$ cat src/rtl/adt7420_poll_ctrl.sv
// -----------------------------------------------------------------------------
// adt7420_poll_ctrl
//
// Purpose:
//   Drives the request side of an i2c_master to look after one ADT7420
//   temperature sensor. After reset it writes the configuration register
//   (sub-address 0x03). It then reads the 16-bit temperature register
//   (sub-address 0x00) again and again, with a fixed gap between reads.
//   Each good sample goes out on temp with a one-cycle temp_valid pulse.
//   Failed transactions are retried. When MAX_RETRY failures happen in a
//   row, the sticky err flag is set and the controller parks until i_clear.
//
// Optional feature (macro ADT_OVERTEMP_EN):
//   When defined, this adds the signed threshold input i_thresh and the
//   over_temp output. over_temp is updated together with temp.
//
// Ports:
//   i_clk         in   1   system clock
//   reset_n       in   1   synchronous active-low reset
//   i_en          in   1   1 = run; 0 = finish current transaction, then idle
//   i_clear       in   1   pulse: clear err/retry_cnt, restart from config
//   o_addr_w_rw   out  8   {DEV_ADDR, r/w} to i2c_master
//   o_sub_addr    out  16  register sub-address to i2c_master
//   o_sub_len     out  1   sub-address length select (always 0: one byte)
//   o_byte_len    out  24  number of data bytes in the transaction
//   o_data_write  out  8   write data (always CFG_VALUE)
//   o_req_trans   out  1   one-cycle request pulse
//   i_data_out    in   8   read data byte from i2c_master
//   i_valid_out   in   1   i_data_out qualifier
//   i_busy        in   1   i2c_master transaction in progress
//   i_nack        in   1   slave did not acknowledge
//   temp          out  16  last good sample {MSB, LSB}
//   temp_valid    out  1   one-cycle pulse when temp updates
//   err           out  1   sticky: MAX_RETRY consecutive failures
//   retry_cnt     out  4   consecutive failure count
//   i_thresh      in   16  (ADT_OVERTEMP_EN) signed over-temperature threshold
//   over_temp     out  1   (ADT_OVERTEMP_EN) last sample > i_thresh
// -----------------------------------------------------------------------------
module adt7420_poll_ctrl #(
  parameter logic [6:0]  DEV_ADDR    = 7'h4B,
  parameter logic [7:0]  CFG_VALUE   = 8'h80,
  parameter int unsigned POLL_PERIOD = 25000000,
  parameter int unsigned MAX_RETRY   = 3
) (
  input  logic        i_clk,
  input  logic        reset_n,
  input  logic        i_en,
  input  logic        i_clear,
  output logic [7:0]  o_addr_w_rw,
  output logic [15:0] o_sub_addr,
  output logic        o_sub_len,
  output logic [23:0] o_byte_len,
  output logic [7:0]  o_data_write,
  output logic        o_req_trans,
  input  logic [7:0]  i_data_out,
  input  logic        i_valid_out,
  input  logic        i_busy,
  input  logic        i_nack,
  output logic [15:0] temp,
  output logic        temp_valid,
  output logic        err,
  output logic [3:0]  retry_cnt
`ifdef ADT_OVERTEMP_EN
  ,
  input  logic signed [15:0] i_thresh,
  output logic               over_temp
`endif
);

  // The poll counter only has to hold POLL_PERIOD-1.
  localparam int unsigned          PW          = (POLL_PERIOD > 2) ? $clog2(POLL_PERIOD) : 1;
  localparam logic [PW-1:0]        POLL_RELOAD = PW'(POLL_PERIOD - 1);
  localparam logic [3:0]           RETRY_LIMIT = 4'(MAX_RETRY);

  typedef enum logic [2:0] {
    S_IDLE,
    S_REQ,
    S_WAIT_BUSY,
    S_WAIT_DONE,
    S_EVAL,
    S_POLL,
    S_ERROR
  } state_t;

  state_t          r_state;
  state_t          w_state_next;

  logic            r_op_read;     // 0 = config write, 1 = temperature read
  logic            r_cfg_done;
  logic            r_nack_seen;
  logic            r_timeout;     // busy never rose after the request
  logic            r_discard;     // i_clear arrived while a transaction was in flight
  logic [1:0]      r_byte_idx;    // read bytes captured so far (saturates at 2)
  logic [3:0]      r_wb_cnt;
  logic [PW-1:0]   r_poll_cnt;
  logic [7:0]      r_shadow_msb;
  logic [7:0]      r_shadow_lsb;

  logic [7:0]      r_addr_w_rw;
  logic [15:0]     r_sub_addr;
  logic [23:0]     r_byte_len;
  logic            r_req_trans;
  logic [15:0]     r_temp;
  logic            r_temp_valid;
  logic            r_err;
  logic [3:0]      r_retry_cnt;

  logic            w_success;
  logic            w_discard;
  logic            w_hit_max;
  logic [3:0]      w_retry_inc;
  logic [15:0]     w_shadow;

  assign w_shadow    = {r_shadow_msb, r_shadow_lsb};
  assign w_success   = !r_nack_seen && !r_timeout && (!r_op_read || (r_byte_idx == 2'd2));
  // A clear during EVAL takes priority over anything EVAL would record.
  assign w_discard   = r_discard || i_clear;
  assign w_retry_inc = r_retry_cnt + 4'd1;
  assign w_hit_max   = (w_retry_inc == RETRY_LIMIT);

  // ---------------------------------------------------------------------------
  // State register
  // ---------------------------------------------------------------------------
  always_ff @(posedge i_clk) begin
    if (!reset_n) begin
      r_state <= S_IDLE;
    end else begin
      r_state <= w_state_next;
    end
  end

  // ---------------------------------------------------------------------------
  // Next-state logic
  // ---------------------------------------------------------------------------
  always_comb begin
    w_state_next = r_state;
    case (r_state)
      S_IDLE: begin
        // A clear in IDLE holds for a cycle so the next operation is the config write.
        if (i_en && !i_busy && !i_clear) begin
          w_state_next = S_REQ;
        end
      end
      S_REQ: begin
        w_state_next = S_WAIT_BUSY;
      end
      S_WAIT_BUSY: begin
        if (i_busy) begin
          w_state_next = S_WAIT_DONE;
        end else if (r_wb_cnt == 4'd15) begin
          w_state_next = S_EVAL;
        end
      end
      S_WAIT_DONE: begin
        if (!i_busy) begin
          w_state_next = S_EVAL;
        end
      end
      S_EVAL: begin
        if (w_discard) begin
          w_state_next = S_IDLE;
        end else if (!w_success && w_hit_max) begin
          w_state_next = S_ERROR;
        end else if (!i_en) begin
          w_state_next = S_IDLE;
        end else begin
          w_state_next = S_POLL;
        end
      end
      S_POLL: begin
        if (i_clear || !i_en || (r_poll_cnt == '0)) begin
          w_state_next = S_IDLE;
        end
      end
      S_ERROR: begin
        if (i_clear) begin
          w_state_next = S_IDLE;
        end
      end
      default: begin
        w_state_next = S_IDLE;
      end
    endcase
  end

  // ---------------------------------------------------------------------------
  // Datapath and registered outputs
  // ---------------------------------------------------------------------------
  always_ff @(posedge i_clk) begin
    if (!reset_n) begin
      r_op_read    <= 1'b0;
      r_cfg_done   <= 1'b0;
      r_nack_seen  <= 1'b0;
      r_timeout    <= 1'b0;
      r_discard    <= 1'b0;
      r_byte_idx   <= 2'd0;
      r_wb_cnt     <= 4'd0;
      r_poll_cnt   <= '0;
      r_shadow_msb <= 8'h00;
      r_shadow_lsb <= 8'h00;
      r_addr_w_rw  <= {DEV_ADDR, 1'b0};
      r_sub_addr   <= 16'h0000;
      r_byte_len   <= 24'd0;
      r_req_trans  <= 1'b0;
      r_temp       <= 16'h0000;
      r_temp_valid <= 1'b0;
      r_err        <= 1'b0;
      r_retry_cnt  <= 4'd0;
`ifdef ADT_OVERTEMP_EN
      over_temp    <= 1'b0;
`endif
    end else begin
      r_req_trans  <= 1'b0;
      r_temp_valid <= 1'b0;

      if (i_clear) begin
        r_err       <= 1'b0;
        r_retry_cnt <= 4'd0;
        r_cfg_done  <= 1'b0;
      end

      // Result of an in-flight transaction is thrown away after a clear.
      if (i_clear && (r_state inside {S_REQ, S_WAIT_BUSY, S_WAIT_DONE})) begin
        r_discard <= 1'b1;
      end

      case (r_state)
        S_IDLE: begin
          if (w_state_next == S_REQ) begin
            // Operands are loaded here and held until the next request.
            r_op_read   <= r_cfg_done;
            r_req_trans <= 1'b1;
            r_discard   <= 1'b0;
            if (r_cfg_done) begin
              r_addr_w_rw <= {DEV_ADDR, 1'b1};
              r_sub_addr  <= 16'h0000;
              r_byte_len  <= 24'd2;
            end else begin
              r_addr_w_rw <= {DEV_ADDR, 1'b0};
              r_sub_addr  <= 16'h0003;
              r_byte_len  <= 24'd1;
            end
          end
        end
        S_REQ: begin
          r_nack_seen <= 1'b0;
          r_timeout   <= 1'b0;
          r_byte_idx  <= 2'd0;
          r_wb_cnt    <= 4'd0;
        end
        S_WAIT_BUSY: begin
          r_wb_cnt <= r_wb_cnt + 4'd1;
          if (!i_busy && (r_wb_cnt == 4'd15)) begin
            r_timeout <= 1'b1;
          end
        end
        S_WAIT_DONE: begin
          if (i_nack) begin
            r_nack_seen <= 1'b1;
          end
          // Only the first two data bytes count; later pulses are ignored.
          if (r_op_read && i_valid_out) begin
            if (r_byte_idx == 2'd0) begin
              r_shadow_msb <= i_data_out;
              r_byte_idx   <= 2'd1;
            end else if (r_byte_idx == 2'd1) begin
              r_shadow_lsb <= i_data_out;
              r_byte_idx   <= 2'd2;
            end
          end
        end
        S_EVAL: begin
          if (!w_discard) begin
            r_poll_cnt <= POLL_RELOAD;
            if (w_success) begin
              r_retry_cnt <= 4'd0;
              if (!r_op_read) begin
                r_cfg_done <= 1'b1;
                r_poll_cnt <= '0;   // first read follows the config write at once
              end else begin
                r_temp       <= w_shadow;
                r_temp_valid <= 1'b1;
`ifdef ADT_OVERTEMP_EN
                over_temp    <= ($signed(w_shadow) > i_thresh);
`endif
              end
            end else begin
              r_retry_cnt <= w_retry_inc;
              if (w_hit_max) begin
                r_err <= 1'b1;
              end
            end
          end
        end
        S_POLL: begin
          if (r_poll_cnt != '0) begin
            r_poll_cnt <= r_poll_cnt - PW'(1);
          end
        end
        default: begin
        end
      endcase
    end
  end

  assign o_addr_w_rw  = r_addr_w_rw;
  assign o_sub_addr   = r_sub_addr;
  assign o_sub_len    = 1'b0;
  assign o_byte_len   = r_byte_len;
  assign o_data_write = CFG_VALUE;
  assign o_req_trans  = r_req_trans;
  assign temp         = r_temp;
  assign temp_valid   = r_temp_valid;
  assign err          = r_err;
  assign retry_cnt    = r_retry_cnt;

endmodule

$ cat config.mk
export PLATFORM = sky130hd
export DESIGN_NAME = adt7420_poll_ctrl
export DESIGN_NICKNAME = d
export VERILOG_FILES = /design/src/rtl/adt7420_poll_ctrl.sv
export SDC_FILE = /design/constraint.sdc
export NUM_CORES = 1
export LEC_CHECK = 0
export ABC_AREA = 1
export BUFFER_PORTS_ARGS = -buffer_cell sky130_fd_sc_hd__buf_2
export CAP_MARGIN = 10
export CORE_UTILIZATION = 45
export CTS_BUF_LIST = sky130_fd_sc_hd__clkbuf_4 sky130_fd_sc_hd__clkbuf_8 sky130_fd_sc_hd__clkbuf_16
export DETAILED_ROUTE_END_ITERATION = 12
export GPL_TIMING_DRIVEN = 0
export PLACE_DENSITY = 0.73
export SLEW_MARGIN = 20
export SYNTH_ARGS = -nofsm -noshare
export SYNTH_HDL_FRONTEND = slang
export SYNTH_SLANG_ARGS = --single-unit
$ cat constraint.sdc
create_clock -name i_clk -period 1.5 [get_ports i_clk]
set_clock_uncertainty 0.1 [all_clocks]
set_input_delay 0.15 -clock i_clk [delete_from_list [all_inputs] [get_ports i_clk]]
set_output_delay 0.15 -clock i_clk [all_outputs]
set_load 0.01 [all_outputs]
==> results of run 1 <==
what timing repair did:
action,4_1_cts,5_1_grt
pin swaps,15,11
hold buffers,11,0
resized for setup,66,63
hold endpoints to repair,15,0
setup endpoints to repair,60,63
buffers inserted,17,8
cloned,1,0
report_power, final:
| group | internal (W) | switching, W | total [W] |
|---|---|---|---|
| Combinational | 0.000157 | 0.000185 | 0.000342 |
| Sequential | 0.00210 | 0.00000703 | 0.00210 |
| Clock | 0.000656 | 0.000923 | 0.00158 |
critical path: stages (launching register included):
cell and delay [ns]:
dfxtp_2 0.35, inv_2 0.07, ha_4 0.15, nand2_4 0.07
inv_2 0.06, nand2_2 0.05, nor2_2 0.10, nand2_1 0.08
nand2_2 0.11, nand2_4 0.11, buf_12 0.17, o21ai_1 0.13
nor2_1 0.05
kinds of logic (layout without fill, tap and decap cells):
logic type      Yosys count  count (layout)  synth area share
buf+inv                 133             228            0.1745
xor+xnor                  8               8           0.01634
flops                    79              79            0.3688
compound gates          119             119            0.1439
fa+ha+maj                 4               4           0.01167
other cells               2              52          0.001751
simple gates            281             281            0.2830
synth_stat cells (all sizes together), types with 2 or more instances:
| cell type | n |
|---|---|
| buf | 62 |
| o21ai | 64 |
| xnor2 | 3 |
| nand3 | 31 |
| inv | 61 |
| nand2 | 113 |
| ha | 4 |
| xor2 | 5 |
| a31oi | 2 |
| conb | 2 |
| nor2 | 129 |
| nand4 | 5 |
| dfxtp | 79 |
| a21oi | 50 |
| clkbuf | 9 |
final cells by class:
class / count / area [sq um]
Fill cell: 813 / 3536
Multi-Input combinational cell: 464 / 2414
Sequential cell: 79 / 1620
Buffer: 71 / 539.3
Timing Repair Buffer: 79 / 535.5
Inverter: 62 / 237.7
Tap cell: 129 / 161.4
Clock buffer: 9 / 123.9
Clock inverter: 7 / 72.57
layer usage:
metal,share of wire,track usage,up-vias
met5,0,0,-
met4,0.023,0.09389,0
met3,0.056,0.04498,28
met2,0.50,0.3868,158
met1,0.42,0.2643,1970
li1,-,-,2174
registers in the layout, summed over array words and instances, names as in the netlist, 2 cells and up:
register / cells
r_shadow_msb: 8
retry_cnt: 4
r_wb_cnt: 4
r_state: 3
r_shadow_lsb: 8
r_byte_idx: 2
r_poll_cnt: 25
temp: 16
worst paths after layout:
kind                                                   start                    endpoint  slack, ns  cells after the start
worst max-delay path              r_poll_cnt[1]$_SDFFE_PN0P_  r_poll_cnt[2]$_SDFFE_PN0P_      -0.20                     12
worst min-delay path                                 reset_n       temp[15]$_SDFFE_PN0P_    -0.0008                      3
worst max register to register    r_poll_cnt[1]$_SDFFE_PN0P_  r_poll_cnt[2]$_SDFFE_PN0P_      -0.20                     12
worst min register to register  r_shadow_msb[2]$_SDFFE_PN0P_       temp[10]$_SDFFE_PN0P_       0.36                      2
stage by stage:
stage	setup TNS, ns	util	power (W)
2_1_floorplan	-0.03375	-	0.002390
3_3_place_gp	-6.167	0.5265	0.002450
3_5_place_dp	-7.713	0.5265	0.002454
4_1_cts	-2.706	0.5924	0.004053
5_1_grt	-6.831	0.6173	0.004186
6_report	-4.026	0.6173	0.004025
==> run summary, run 1 <==
Worst IR Drop VDD -> 0.7216 mV
Detailed Route Iter0 Violations -> 265
# IOs -> 95
WS Path Type -> flop to flop
Worst EP required -> 1.65 ns
Wire per inst -> 12.25 microns
Via density -> 4.811
Crit path DAT -> 1.86 ns
Most frequent cells in the layout -> nor2_1 (97), nand2_1 (94), buf_4 (80)
Die footprint -> 9923 sq um
CP max FO -> 10
Chip width -> 99.62 microns
DP Cell Count -> 847
Synth area leader -> dfxtp_1
Post-Synthesis Cells -> 626
Hold_ws -> -0.0007815 ns
Placed Area -> 4865 sq um
Largest net degree at the start of global routing -> 18
Pre-CTS setup slack -> -0.2718 ns
Most common cell after layout, fill and taps aside -> nor2_1
Total congestion overflow -> 0
Area growth from synthesis to layout -> 33.03%
Power Dens Cells -> 705.6 nW/um^2
Max frequency -> 586.6 MHz
H-Tree Depth -> 3
CTS sink count -> 79
Worst hold path class -> primary input to flop
Synth unique cells -> 35
Core ar. -> 9240 sq um
Vias -> 4330
EDFF count, synth -> 0
Post-route clock period utilization -> 1.137
Crit. End Element -> flop
Fraction of layout cells with a size suffix above 1 -> 0.3450
Initial antenna violation count -> 0
Final Worst Setup Slack -> -0.2048 ns
DIE HEIGHT -> 99.62 microns
Synth top area share -> 0.3688
Cell Rows -> 35
Leak pwr -> 2.863 nW
Seq cells post-synth -> 79
Drt first pass iters -> 7
Max-slew violation count -> 0
Worst-margin pin slew -> 0.7082 ns
Register area share after synthesis -> 0.3688
ANT nets after route -> 0
Post-synthesis cell area -> 4288 sq um
Fin cells -> 900
Skew-Pair Late Insertion Delay -> 0.36 ns
Tmin final -> 1.705 ns
Diodes inserted -> 0
Synth Warn # -> 0
Failing checks -> negative hold slack, negative setup slack
Tot GR Track Use -> 0.2216
RSZ-0062 raised after global routing -> true
NumNets Final -> 785
Prevailing post-synth register cell -> dfxtp_1
CP startpoint kind -> flop
Final-report hold violation count -> 1
First-pass GRT wire length -> 17520 microns
Slew headroom -> 0.5278
Mean Syn Cell Area -> 6.850 sq um
Routability Congestion -> 0.9100
Drc violations -> 0
Max-cap violation count -> 0
Post-Layout Inst Area -> 5704 sq um
CTS max path bufs -> 2
Root buf cell -> clkbuf_8
Final setup violation count -> 25
CTS buffer count -> 9
Outcome -> finished, violations left
Detail Placement HPWL -> 7357 microns
Clock transition at path regs -> 0.09 ns
IO buf count -> 42
Vias in the first global route -> 3916
Starting Density -> 0.4640
Share of synthesized flip-flops with an asynchronous set or reset -> 0
Area contributors post-synth -> dfxtp_1 (37%), nor2_1 (11%), buf_4 (9.8%)
TritonCTS clock tree -> done
Routed wire length -> 11020 microns
Power figures use the tool's default switching activity.
==> inputs of run 2 (changes only) <==
--- a/config.mk
+++ b/config.mk
@@ -8,6 +8,7 @@
 export ABC_AREA = 1
 export BUFFER_PORTS_ARGS = -buffer_cell sky130_fd_sc_hd__buf_2
 export CAP_MARGIN = 10
+export CORE_ASPECT_RATIO = 1.25
 export CORE_UTILIZATION = 45
 export CTS_BUF_LIST = sky130_fd_sc_hd__clkbuf_4 sky130_fd_sc_hd__clkbuf_8 sky130_fd_sc_hd__clkbuf_16
 export DETAILED_ROUTE_END_ITERATION = 12
==> run 2 against run 1 <==
The run ends with negative setup slack left. Die area about the same. Power up 16%. First-iteration DRC count decreased by 0.75%. Sequential power about the same. Combinational power hardly changed. Highest routed layer unchanged.
==> run summary, run 2 (synthesis results as in run 1) <==
Starting Density -> 0.4674 (was 0.4640)
Vias in the first global route -> 3962 (was 3916)
RSZ-0062 raised after global routing -> true (unchanged)
Most common cell after layout, fill and taps aside -> nand2_1 (was nor2_1)
Met1 Track Usage GR -> 0.2665 (was 0.2643)
CP max FO -> 10 (unchanged)
Most frequent cells in the layout -> nand2_1 (98), nor2_1 (97), buf_4 (77) (was nor2_1 (97), nand2_1 (94), buf_4 (80))
# IOs -> 95 (unchanged)
Max FFs per register -> 25 (unchanged)
Grt met2 use -> 0.4178 (was 0.3868)
Root buf cell -> clkbuf_16 (was clkbuf_8)
Fraction of layout cells with a size suffix above 1 -> 0.3459 (was 0.3450)
Worst EP required -> 1.63 ns (was 1.65 ns)
Detail Placement HPWL -> 7527 microns (was 7357 microns)
GRT Max-Usage Layer -> met2 (unchanged)
Worst-margin pin slew -> 0.7512 ns (was 0.7082 ns)
Total congestion overflow -> 0 (unchanged)
Detailed Route Iter0 Violations -> 263 (was 265)
ANT nets after route -> 0 (unchanged)
Leak pwr -> 2.910 nW (was 2.863 nW)
Routed wire length -> 11640 microns (was 11020 microns)
R2R Path End -> r_poll_cnt[18]$_SDFFE_PN0P_ (was r_poll_cnt[2]$_SDFFE_PN0P_)
Failing checks -> negative setup slack (was negative hold slack, negative setup slack)
IO buf count -> 42 (unchanged)
Worst Setup SP -> r_poll_cnt[0]$_SDFFE_PN0P_ (was r_poll_cnt[1]$_SDFFE_PN0P_)
Met3 Use GR -> 0.03723 (was 0.04498)
FF-to-FF setup slack -> -0.16 ns (was -0.20 ns)
Final setup violation count -> 31 (was 25)
Skew-Pair Late Insertion Delay -> 0.35 ns (was 0.36 ns)
Wire per inst -> 13.05 microns (was 12.25 microns)
WS Path Type -> flop to flop (unchanged)
Internal -> 0.003574 W (was 0.002910 W)
Max-cap violation count -> 0 (unchanged)
First-pass GRT wire length -> 18040 microns (was 17520 microns)
Worst r2r src -> r_poll_cnt[0]$_SDFFE_PN0P_ (was r_poll_cnt[1]$_SDFFE_PN0P_)
Pwr Total -> 0.004679 W (was 0.004025 W)
Area growth from synthesis to layout -> 36.21% (was 33.03%)
TritonCTS clock tree -> done (unchanged)
Drt first pass iters -> 6 (was 7)
NumNets Final -> 783 (was 785)
Drc violations -> 0 (unchanged)
Fin cells -> 892 (was 900)
Tot GR Track Use -> 0.2338 (was 0.2216)
CP startpoint kind -> flop (unchanged)
Sw power -> 0.001106 W (was 0.001115 W)
H-Tree Depth -> 3 (unchanged)
Largest net degree at the start of global routing -> 15 (was 18)
Tmin final -> 1.658 ns (was 1.705 ns)
Worst hold path class -> primary input to flop (unchanged)
CTS max path bufs -> 2 (unchanged)
DP Cell Count -> 841 (was 847)
Clock transition at path regs -> 0.06 ns (was 0.09 ns)
Core ar. -> 9174 sq um (was 9240 sq um)
Pre-CTS setup slack -> -0.2043 ns (was -0.2718 ns)
Final Worst Setup Slack -> -0.1585 ns (was -0.2048 ns)
Diodes inserted -> 0 (unchanged)
Crit path DAT -> 1.79 ns (was 1.86 ns)
Power share of the clock group -> 0.475 (was 0.392)
Die footprint -> 9925 sq um (was 9923 sq um)
Routability Congestion -> 0.9043 (was 0.9100)
Final-report hold violation count -> 0 (was 1)
CTS sink count -> 79 (unchanged)
Cell Rows -> 39 (was 35)
Crit. End Element -> flop (unchanged)
CTS buffer count -> 9 (unchanged)
Reg power frac -> 0.451 (was 0.523)
Logic pwr share -> 0.073 (was 0.085)
Max-slew violation count -> 0 (unchanged)
Switching share of power -> 0.2363 (was 0.2771)
DIE HEIGHT -> 111.1 microns (was 99.62 microns)
Largest Register -> r_poll_cnt (unchanged)
Vias -> 4329 (was 4330)
Slew headroom -> 0.4992 (was 0.5278)
Max frequency -> 603.0 MHz (was 586.6 MHz)
End of the critical path -> r_poll_cnt[18]$_SDFFE_PN0P_ (was r_poll_cnt[2]$_SDFFE_PN0P_)
Worst IR Drop VDD -> 0.8038 mV (was 0.7216 mV)
Power Dens Cells -> 801.2 nW/um^2 (was 705.6 nW/um^2)
Outcome -> finished, violations left (unchanged)
Via density -> 4.853 (was 4.811)
Worst Reg-to-Reg Cells -> 12 (unchanged)
Post-route clock period utilization -> 1.106 (was 1.137)
Chip width -> 89.31 microns (was 99.62 microns)
Initial antenna violation count -> 0 (unchanged)
==> run 2: cell types whose count changed in the layout (fill, tap and decap cells not counted), sizes merged <==
cell / delta
dlygate4sd3: -2
clkbuf: +1
bufinv: +1
clkinv: +2
clkinvlp: +1
inv: -5
==> run 2: how the worst min path moves through the flow <==
stage,startpoint,to,slack (ns),cells past startpoint
CTS,reset_n,r_shadow_msb[7]$_SDFFE_PN0P_,0.01,3
global placement,i_nack,r_nack_seen$_SDFFE_PN0P_,0.31,3
finish,reset_n,temp[15]$_SDFFE_PN0P_,0.02,3
floorplan,reset_n,r_shadow_msb[7]$_SDFFE_PN0P_,0.19,2
detailed placement,i_nack,r_nack_seen$_SDFFE_PN0P_,0.31,3
global route,reset_n,temp[15]$_SDFFE_PN0P_,0.03,3
==> run 2: routing by layer <==
metal	up-vias	wire length (microns)
met3	29	492
li1	2170	-
met4	0	323
met5	-	0
met2	156	6153
met1	1974	4667
==> run 2: power groups by stage <==
stage	clock network (W)	logic, W	registers, W
floorplan	0	0.000233	0.00216
global placement	0	0.000292	0.00216
detailed placement	0	0.000295	0.00216
CTS	0.00224	0.000323	0.00211
global route	0.00232	0.000376	0.00211
finish	0.00222	0.000343	0.00211
==> run 2: worst max-delay path, stage by stage, from the launching register on <==
cell	delay (ns)
dfxtp_2	0.32
inv_2	0.08
ha_4	0.16
nand2_4	0.07
inv_2	0.05
nand2_2	0.04
nor2_1	0.08
nand2_1	0.10
nand2_4	0.13
nand2_8	0.09
buf_8	0.15
o21ai_1	0.12
nor2_1	0.05
==> run 2: layout make-up <==
| cell class | count | area [sq um] |
|---|---|---|
| clock buffers | 10 | 232.7 |
| plain buffers | 71 | 550.5 |
| repair buffers | 77 | 526.8 |
| flip-flops and latches | 79 | 1609 |
| well taps | 123 | 153.9 |
| clock inverters | 6 | 68.82 |
| inverters | 62 | 249.0 |
| multi-input cells | 464 | 2450 |
| fillers | 772 | 3333 |
==> run 2: stage by stage <==
stage	util	hold WS, ns	instance area (sq um)	TNS (ns)
after floorplan	-	0.1884	4493	-0.03375
after global placement	0.5295	0.3069	4857	-5.438
after detailed placement	0.5295	0.3112	4857	-6.599
after CTS	0.6083	0.01200	5580	-2.567
after global routing	0.6367	0.02736	5841	-6.670
final	0.6367	0.01645	5841	-3.394
==> run 2: what timing repair did <==
item                       CTS  global route
setup endpoints to repair   61            54
cloned                       3             0
gates resized for setup     77            77
buffers inserted            16             8
hold buffers                 9             0
pin swaps                   14            19
hold endpoints to repair     9             0
==> inputs of run 3 (changes only) <==
--- a/config.mk
+++ b/config.mk
@@ -9,6 +9,7 @@
 export BUFFER_PORTS_ARGS = -buffer_cell sky130_fd_sc_hd__buf_2
 export CAP_MARGIN = 10
 export CORE_ASPECT_RATIO = 1.25
+export CORE_MARGIN = 1.5
 export CORE_UTILIZATION = 45
 export CTS_BUF_LIST = sky130_fd_sc_hd__clkbuf_4 sky130_fd_sc_hd__clkbuf_8 sky130_fd_sc_hd__clkbuf_16
 export DETAILED_ROUTE_END_ITERATION = 12
==> run 3 against run 2 <==
The run ends with negative hold slack, negative setup slack left. Combinational power up 1%. Flip-flop and latch count stayed put. Power up 1.4%. Highest routed layer unchanged.
==> run summary, run 3 (synthesis results as in run 1) <==
Internal -> 0.003568 W (was 0.003574 W)
Worst IR Drop VDD -> 0.8440 mV (was 0.8038 mV)
Vias in the first global route -> 3932 (was 3962)
Logic pwr share -> 0.073 (about the same)
Chip width -> 90.31 microns (was 89.31 microns)
Final Worst Setup Slack -> -0.1924 ns (was -0.1585 ns)
Sw power -> 0.001176 W (was 0.001106 W)
Final-report hold violation count -> 1 (was 0)
CTS max path bufs -> 2 (unchanged)
Routed wire length -> 12480 microns (was 11640 microns)
DIE HEIGHT -> 112.1 microns (was 111.1 microns)
Tmin final -> 1.692 ns (was 1.658 ns)
NumNets Final -> 798 (was 783)
Diodes inserted -> 0 (unchanged)
TritonCTS clock tree -> done (unchanged)
Final setup violation count -> 42 (was 31)
Filler Cell Count -> 697 (was 772)
Reg power frac -> 0.444 (was 0.451)
Crit. End Element -> flop (unchanged)
Initial antenna violation count -> 0 (unchanged)
Hold_ws -> -0.001137 ns (was 0.01645 ns)
Max incr delay on CP -> 0.35 ns (was 0.32 ns)
Root buf cell -> clkbuf_16 (unchanged)
Tot GR Track Use -> 0.2180 (was 0.2338)
Via density -> 4.955 (was 4.853)
Most common cell after layout, fill and taps aside -> nor2_1 (was nand2_1)
WS Path Type -> flop to flop (unchanged)
Leak pwr -> 3.049 nW (was 2.910 nW)
ANT nets after route -> 0 (unchanged)
Max-cap violation count -> 0 (unchanged)
Detail Placement HPWL -> 7398 microns (was 7527 microns)
Drt first pass iters -> 5 (was 6)
# IOs -> 95 (unchanged)
CP max FO -> 7 (was 10)
Slew headroom -> 0.4593 (was 0.4992)
Max FFs per register -> 25 (unchanged)
Largest net degree at the start of global routing -> 17 (was 15)
Detailed Route Iter0 Violations -> 334 (was 263)
Skew-Pair Late Insertion Delay -> 0.35 ns (about the same)
H-Tree Depth -> 3 (unchanged)
Vias -> 4494 (was 4329)
Most frequent cells in the layout -> nor2_1 (94), nand2_1 (92), buf_4 (89) (was nand2_1 (98), nor2_1 (97), buf_4 (77))
Drc violations -> 0 (unchanged)
Power share of the clock group -> 0.482 (was 0.475)
Crit path DAT -> 1.83 ns (was 1.79 ns)
IO buf count -> 42 (unchanged)
Total congestion overflow -> 0 (unchanged)
Failing checks -> negative hold slack, negative setup slack (was negative setup slack)
CP max stage cell -> dfxtp_2 (unchanged)
Post-route clock period utilization -> 1.128 (was 1.106)
CTS buffer count -> 9 (unchanged)
Placed Area -> 4857 sq um (unchanged)
Area growth from synthesis to layout -> 44.70% (was 36.21%)
Power Dens Cells -> 764.6 nW/um^2 (was 801.2 nW/um^2)
Wire per inst -> 13.76 microns (was 13.05 microns)
Largest Register -> r_poll_cnt (unchanged)
Final Util -> 0.6728 (was 0.6367)
Post-Layout Inst Area -> 6205 sq um (was 5841 sq um)
Buf/Inv on CP -> 2 (was 3)
CP startpoint kind -> flop (unchanged)
Outcome -> finished, violations left (unchanged)
Max frequency -> 590.9 MHz (was 603.0 MHz)
Max-slew violation count -> 0 (unchanged)
First-pass GRT wire length -> 17950 microns (was 18040 microns)
Routability Congestion -> 0.9067 (was 0.9043)
Critical Path, Cell by Cell -> nor2_2 > nand2_1 > inv_1 > nand2_1 > nor2_1 > nand2_2 > nand2_4 > nand2_8 > buf_16 > o21ai_2 > nor2_1 (was inv_2 > ha_4 > nand2_4 > inv_2 > nand2_2 > nor2_1 > nand2_1 > nand2_4 > nand2_8 > buf_8 > o21ai_1 > nor2_1)
Worst EP required -> 1.64 ns (was 1.63 ns)
Worst hold path class -> primary input to flop (unchanged)
CTS sink count -> 79 (unchanged)
Starting Density -> 0.4649 (was 0.4674)
Core ar. -> 9223 sq um (was 9174 sq um)
Cell Rows -> 39 (unchanged)
RSZ-0062 raised after global routing -> true (unchanged)
Worst-margin pin slew -> 0.8111 ns (was 0.7512 ns)
Switching share of power -> 0.2478 (was 0.2363)
Clock transition at path regs -> 0.07 ns (was 0.06 ns)
Die footprint -> 10130 sq um (was 9925 sq um)
Fraction of layout cells with a size suffix above 1 -> 0.4082 (was 0.3459)
Largest delay share family, worst path -> simple AND/OR/NAND/NOR gates (unchanged)
## run 3: cell count changes in the layout (fill, tap and decap cells not counted), moves of 5 or more
cell / before / now
buf_4: 77 / 89
dfxtp_2: 19 / 24
a21oi_2: 4 / 14
o21ai_2: 22 / 31
dfxtp_1: 59 / 53
nand2_1: 98 / 92
o21ai_0: 29 / 24
nor2_4: 13 / 20
a21oi_1: 46 / 35
## run 3: path summary, 6_finish.rpt
| check | from | slack [ns] | end | cells after the start |
|---|---|---|---|---|
| worst min register to register | r_poll_cnt[24]$_SDFFE_PN0P_ | 0.37 | r_poll_cnt[24]$_SDFFE_PN0P_ | 2 |
| worst min-delay path | reset_n | -0.001 | temp[15]$_SDFFE_PN0P_ | 3 |
| worst max register to register | r_poll_cnt[21]$_SDFFE_PN0P_ | -0.19 | r_poll_cnt[5]$_SDFFE_PN0P_ | 11 |
| worst max-delay path | r_poll_cnt[21]$_SDFFE_PN0P_ | -0.19 | r_poll_cnt[5]$_SDFFE_PN0P_ | 11 |
## run 3: per-layer routing
metal	part of all wire	track usage	vias up
li1	-	-	2209
met1	0.38	0.2459	2059
met2	0.53	0.3960	177
met3	0.049	0.03252	49
met4	0.038	0.1122	0
met5	0	0	-
## run 3: cell type report
cell class | instances | area (sq um) | area share
Clock inverter | 7 | 80.08 | 0.01291
Timing Repair Buffer | 93 | 738.2 | 0.1190
Multi-Input combinational cell | 464 | 2615 | 0.4215
Buffer | 70 | 528.0 | 0.08510
Clock buffer | 9 | 225.2 | 0.03630
Inverter | 62 | 245.2 | 0.03952
Tap cell | 123 | 153.9 | 0.02480
Sequential cell | 79 | 1619 | 0.2609
## run 3: worst reg2reg max path, cell delays in order (launching register included)
cell and delay (ns):
dfxtp_2 0.35, nor2_2 0.15, nand2_1 0.11, inv_1 0.07
nand2_1 0.06, nor2_1 0.11, nand2_2 0.08, nand2_4 0.09
nand2_8 0.10, buf_16 0.16, o21ai_2 0.12, nor2_1 0.06
## run 3: metrics by stage
step / TNS, ns / setup slack, ns / power [W] / std cells
detailed placement: -6.407 / -0.2467 / 0.002452 / 841
global route: -8.908 / -0.2861 / 0.004855 / 907
global placement: -5.269 / -0.1975 / 0.002451 / 841
floorplan: -0.03375 / -0.004220 / 0.002390 / 676
finish: -4.711 / -0.1924 / 0.004744 / 907
CTS: -3.584 / -0.1599 / 0.004727 / 879
## run 3: what timing repair did
| action | CTS | global route |
|---|---|---|
| setup endpoints to repair | 61 | 62 |
| hold endpoints to repair | 8 | 0 |
| buffers inserted | 14 | 25 |
| gates resized for setup | 72 | 136 |
| pin swaps | 18 | 45 |
| cloned | 2 | 3 |
| hold buffers | 7 | 0 |
## run 3: power by group through the flow
stage	registers (W)	clock network [W]	logic (W)
after floorplan	0.00216	0	0.000233
after global placement	0.00216	0	0.000293
after detailed placement	0.00216	0	0.000294
after CTS	0.00211	0.00230	0.000320
after global routing	0.00211	0.00237	0.000378
final	0.00211	0.00229	0.000348
